### src/rtl/dm_arbiter.sv
// Two-requester arbiter/sequencer in front of a single-port data memory.
// Port 0 is the core LSU, port 1 the debug/DMA loader; one 3-cycle access at a time.
module dm_arbiter #(
    parameter int ADDR_W = 32,
    parameter int DATA_W = 32,
    parameter bit RR_EN  = 1'b1
) (
    input  logic              clk_i,
    input  logic              rstN_i,

    input  logic              req0_i,
    input  logic              wr0_i,
    input  logic [ADDR_W-1:0] addr0_i,
    input  logic [DATA_W-1:0] wrData0_i,
    input  logic [2:0]        ctrl0_i,
    output logic              ack0_o,
    output logic [DATA_W-1:0] rdData0_o,

    input  logic              req1_i,
    input  logic              wr1_i,
    input  logic [ADDR_W-1:0] addr1_i,
    input  logic [DATA_W-1:0] wrData1_i,
    input  logic [2:0]        ctrl1_i,
    output logic              ack1_o,
    output logic [DATA_W-1:0] rdData1_o,

    output logic [ADDR_W-1:0] address_o,
    output logic [DATA_W-1:0] dataWr_o,
    output logic [2:0]        dmCtrl_o,
    output logic              dmWr_o,
    input  logic [DATA_W-1:0] dataRd_i,

    output logic              busy_o,
    output logic              gntId_o
);

    typedef enum logic [1:0] {
        IDLE   = 2'd0,
        ACCESS = 2'd1,
        DONE   = 2'd2
    } state_t;

    state_t              state_q, state_d;
    logic                last_q, last_d;
    logic                gntId_q, gntId_d;
    logic                wr_q, wr_d;
    logic [ADDR_W-1:0]   addr_q, addr_d;
    logic [DATA_W-1:0]   wrData_q, wrData_d;
    logic [2:0]          ctrl_q, ctrl_d;
    logic [DATA_W-1:0]   rdData0_q, rdData0_d;
    logic [DATA_W-1:0]   rdData1_q, rdData1_d;
    logic                pick;
    logic                inAccess;

    // On a tie, round-robin favours the port that did not own the previous access.
    always_comb begin
        pick = 1'b0;
        if (req0_i && req1_i) begin
            pick = RR_EN ? ~last_q : 1'b0;
        end else if (req1_i) begin
            pick = 1'b1;
        end
    end

    always_comb begin
        state_d   = state_q;
        last_d    = last_q;
        gntId_d   = gntId_q;
        wr_d      = wr_q;
        addr_d    = addr_q;
        wrData_d  = wrData_q;
        ctrl_d    = ctrl_q;
        rdData0_d = rdData0_q;
        rdData1_d = rdData1_q;
        case (state_q)
            IDLE: begin
                if (req0_i || req1_i) begin
                    gntId_d  = pick;
                    wr_d     = pick ? wr1_i     : wr0_i;
                    addr_d   = pick ? addr1_i   : addr0_i;
                    wrData_d = pick ? wrData1_i : wrData0_i;
                    ctrl_d   = pick ? ctrl1_i   : ctrl0_i;
                    state_d  = ACCESS;
                end
            end
            ACCESS: begin
                if (!wr_q) begin
                    if (gntId_q) begin
                        rdData1_d = dataRd_i;
                    end else begin
                        rdData0_d = dataRd_i;
                    end
                end
                last_d  = gntId_q;
                state_d = DONE;
            end
            DONE: begin
                state_d = IDLE;
            end
            default: begin
                state_d = IDLE;
            end
        endcase
    end

    always_ff @(posedge clk_i) begin
        if (!rstN_i) begin
            state_q   <= IDLE;
            last_q    <= 1'b1;
            gntId_q   <= 1'b0;
            wr_q      <= 1'b0;
            addr_q    <= '0;
            wrData_q  <= '0;
            ctrl_q    <= '0;
            rdData0_q <= '0;
            rdData1_q <= '0;
        end else begin
            state_q   <= state_d;
            last_q    <= last_d;
            gntId_q   <= gntId_d;
            wr_q      <= wr_d;
            addr_q    <= addr_d;
            wrData_q  <= wrData_d;
            ctrl_q    <= ctrl_d;
            rdData0_q <= rdData0_d;
            rdData1_q <= rdData1_d;
        end
    end

    // Reset gates the write enable directly so a store caught by reset never commits.
    assign inAccess  = (state_q == ACCESS);
    assign address_o = inAccess ? addr_q   : '0;
    assign dataWr_o  = inAccess ? wrData_q : '0;
    assign dmCtrl_o  = inAccess ? ctrl_q   : 3'b000;
    assign dmWr_o    = inAccess & wr_q & rstN_i;

    assign ack0_o    = (state_q == DONE) & ~gntId_q;
    assign ack1_o    = (state_q == DONE) &  gntId_q;
    assign rdData0_o = rdData0_q;
    assign rdData1_o = rdData1_q;
    assign busy_o    = (state_q != IDLE);
    assign gntId_o   = gntId_q;

endmodule

### config.mk
export PLATFORM = sky130hd
export DESIGN_NAME = dm_arbiter
export DESIGN_NICKNAME = d
export VERILOG_FILES = /design/src/rtl/dm_arbiter.sv
export SDC_FILE = /design/constraint.sdc
export NUM_CORES = 1
export LEC_CHECK = 0
export ABC_AREA = 1
export BUFFER_PORTS_ARGS = -buffer_cell sky130_fd_sc_hd__buf_2
export CORE_UTILIZATION = 48
export DETAILED_ROUTE_END_ITERATION = 10
export PLACE_DENSITY_LB_ADDON = 0.2
export SYNTH_ARGS = -nofsm -noshare
export SYNTH_HDL_FRONTEND = slang
export SYNTH_SLANG_ARGS = --single-unit
export TNS_END_PERCENT = 50
### constraint.sdc
create_clock -name clk_i -period 1.3 [get_ports clk_i]
set_input_delay 0.26 -clock clk_i [delete_from_list [all_inputs] [get_ports clk_i]]
set_output_delay 0.26 -clock clk_i [all_outputs]
set_load 0.02 [all_outputs]
==> impl_metrics.yaml <==
grt:
  gr-total-overflow: 0
  first_global_vias: 6965
  grt_max_degree: 114
  grt_pass1_wl_mm: 33.31
  gr-usage-all-layers_pct: 28.39
  antenna_found_initial: 0
worst_setup_path:
  crit_start: "state_q[1]"
  critPathArrivalTime_ns: 1.40
  reg2reg_to: "wrData_q[15]"
  critPathLaunchType: "flop"
  cp-endpoint: "address_o[24]"
  crit_path_end_kind: "primary output"
  critPathRequiredTime_ns: 1.04
  reg2reg_slack_ns: -0.17
  r2r_cells: 9
  timing.rr.start: "state_q[1]"
  crit_path_max_fanout: 23
  path_class: "reg -> out"
route:
  drt_pass1_iterations: 6
  drcViolationCount: 0
  drt-met1-wl_mm: 8.810
  drt-initial-drc-count: 480
  wire_per_inst_um: 13.59
  drt-total-wl_mm: 22.04
  top_layer: "met4"
  ant_nets: 0
  viasPerCell: 4.871
  routed-wl-met2_mm: 10.87
  wl_met3_mm: 1.760
  dr_total_vias: 7901
clocking:
  cts.sinks: 136
  root_buffer: "clkbuf_16"
  cts_made_buffers: 17
  cts_tree: "yes"
  h-tree-depth: 4
  insertion_delay_ns: 0.43
  clock_path_buffers: 2
  clk_pin_slew_worst_paths_ns: 0.06
timing:
  setup_slack_ns: -0.3649
  skew_ns: 0.006543
  final-hold-violation-count: 0
  max-slew-margin-rel_pct: 64.91
  drv_slew: 0
  setup_viol: 197
  fmax_ghz: 0.6006
  rsz0062_at_grt: "true"
  period_minus_slack_ns: 1.665
  whs_ns: 0.1415
  tightest_slew_ns: 0.5264
  timing.final.crit_share_pct: 128.1
run_status:
  violations: "negative setup slack"
  status: "finished with violations"
logic_synthesis:
  synth_warnings: 0
  ys_ff_latch: 136
  netlist_instances: 1145
  syn_area_um2: 7048
  synth_fp_nets: 1317
  yosysSeqAreaShare_pct: 38.63
  syn_avg_cell_area_um2: 6.155
  synth.distinct_cells: 19
power_and_ir_drop:
  leakagePower_nw: 5.316
  power.density_nw_per_um2: 1290
  peakVddDrop_mv: 0.9552
finish:
  final_nets: 1602
  syn_to_final_growth_pct: 45.25
  antenna_cells: 0
  utilization_pct: 72.63
  drive_gt1_share_pct: 30.58
floorplanning:
  rows: 43
  die_x_um: 123.2
  core-area_um2: 14100
  ios: 308
  initial_utilization_pct: 50.00
  dieHeight_um: 123.2
  die_area_um2: 15170
flow_run:
  max_cap_violations: 0
worst_hold_path:
  worstHoldPathType: "in -> reg"
placed_design:
  gp_congestion: 0.8528
  numPortBuffers: 307
  dp_hpwl_mm: 13.93
-- area by class of cell --
| cell class | instances | area [um2] |
|---|---|---|
| fill | 1203 | 3859 |
| multi-input combinational | 820 | 3757 |
| sequential | 136 | 2729 |
| timing repair buffer | 351 | 2512 |
| clock buffer | 19 | 452.9 |
| inverter | 104 | 395.4 |
| tap | 180 | 225.2 |
| clock inverter | 12 | 165.2 |
-- synthesized netlist by cell type, drive strengths merged --
cell type,n,area (um2)
buf,60,314.0
inv,104,390.4
o21ai,1,8.760
nor3,2,10.01
a21boi,68,510.5
a21oi,33,165.2
nand3,102,510.5
nand2,307,1155
dfxtp,136,2723
clkbuf,25,93.84
and3,1,6.260
nor2,306,1161
-- routing by layer --
metal | global-route usage [%] | vias to the layer above
li1 | - | 4063
met1 | 32.26 | 3491
met2 | 49.30 | 304
met3 | 8.026 | 43
met4 | 12.58 | 0
met5 | 0 | -
-- kinds of logic after synthesis --
logic type	after synthesis	synth area share [%]
buffers and inverters	189	11.33
flip-flops	136	38.63
AND/OR/NAND/NOR	718	40.33
AO/OA/AOI/OAI	102	9.711
-- placed cells by master, fill, tap and decap left out, types with 3 or more instances in the layout --
| master | instances |
|---|---|
| buf_2 | 233 |
| nor2_1 | 262 |
| a21oi_1 | 33 |
| nor2_2 | 31 |
| a21boi_0 | 42 |
| a21boi_1 | 26 |
| buf_6 | 30 |
| clkbuf_16 | 19 |
| inv_6 | 4 |
| inv_1 | 101 |
| nand2_1 | 304 |
| bufinv_16 | 3 |
| nor2_4 | 13 |
| nand3_1 | 100 |
| buf_12 | 17 |
| buf_16 | 5 |
| dfxtp_1 | 133 |
| clkinvlp_4 | 3 |
| buf_4 | 64 |
-- how the worst min path moves through the flow --
stage                  start       endpoint  slack (ns)  cells past startpoint
2_1_floorplan         last_q         last_q        0.44                      2
5_1_grt          dataRd_i[2]   rdData1_o[2]        0.15                      5
3_5_place_dp   rdData0_o[15]  rdData0_o[15]        0.46                      2
4_1_cts         dataRd_i[21]  rdData1_o[21]        0.14                      5
6_report         dataRd_i[2]   rdData1_o[2]        0.14                      5
3_3_place_gp   rdData0_o[17]  rdData0_o[17]        0.46                      2
-- worst max-delay path, cell delays in order (launching register included) --
cell and delay, ns:
dfxtp_2 0.33, inv_4 0.08, nand2_8 0.09, buf_12 0.18, nor2_2 0.16, buf_6 0.14
-- registers in the layout, summed over array words and instances (netlist names) --
register,count
rdData1_o,32
state_q,2
wr_q,1
addr_q,32
ctrl_q,3
last_q,1
rdData0_o,32
gntId_o,1
wrData_q,32
-- power breakdown --
part | switching [W] | leakage (nW) | internal (W) | total [W]
combinational | 0.00204 | 3.90 | 0.00141 | 0.00345
clock | 0.00193 | 0.293 | 0.00314 | 0.00507
sequential | 0.000138 | 1.12 | 0.00456 | 0.00469
-- repair_timing --
item,CTS,global route
buffers inserted,5,4
hold buffers,0,0
setup endpoints to repair,165,205
cloned,5,2
hold endpoints to repair,0,0
gates resized for setup,144,38
pin swaps,1,3
-- through the flow --
step	std cells	setup TNS, ns	total power (W)	area, um2	worst slack, ns
global placement	1575	-2.865	0.007619	8810	-0.08289
floorplan	1145	0	0.006709	7053	0.002478
detailed placement	1575	-6.959	0.007660	8810	-0.1529
CTS	1616	-31.03	0.01311	10040	-0.3262
finish	1622	-33.49	0.01321	10240	-0.3649
global route	1622	-46.17	0.01382	10240	-0.3980
(Power assumes the default switching activity.)
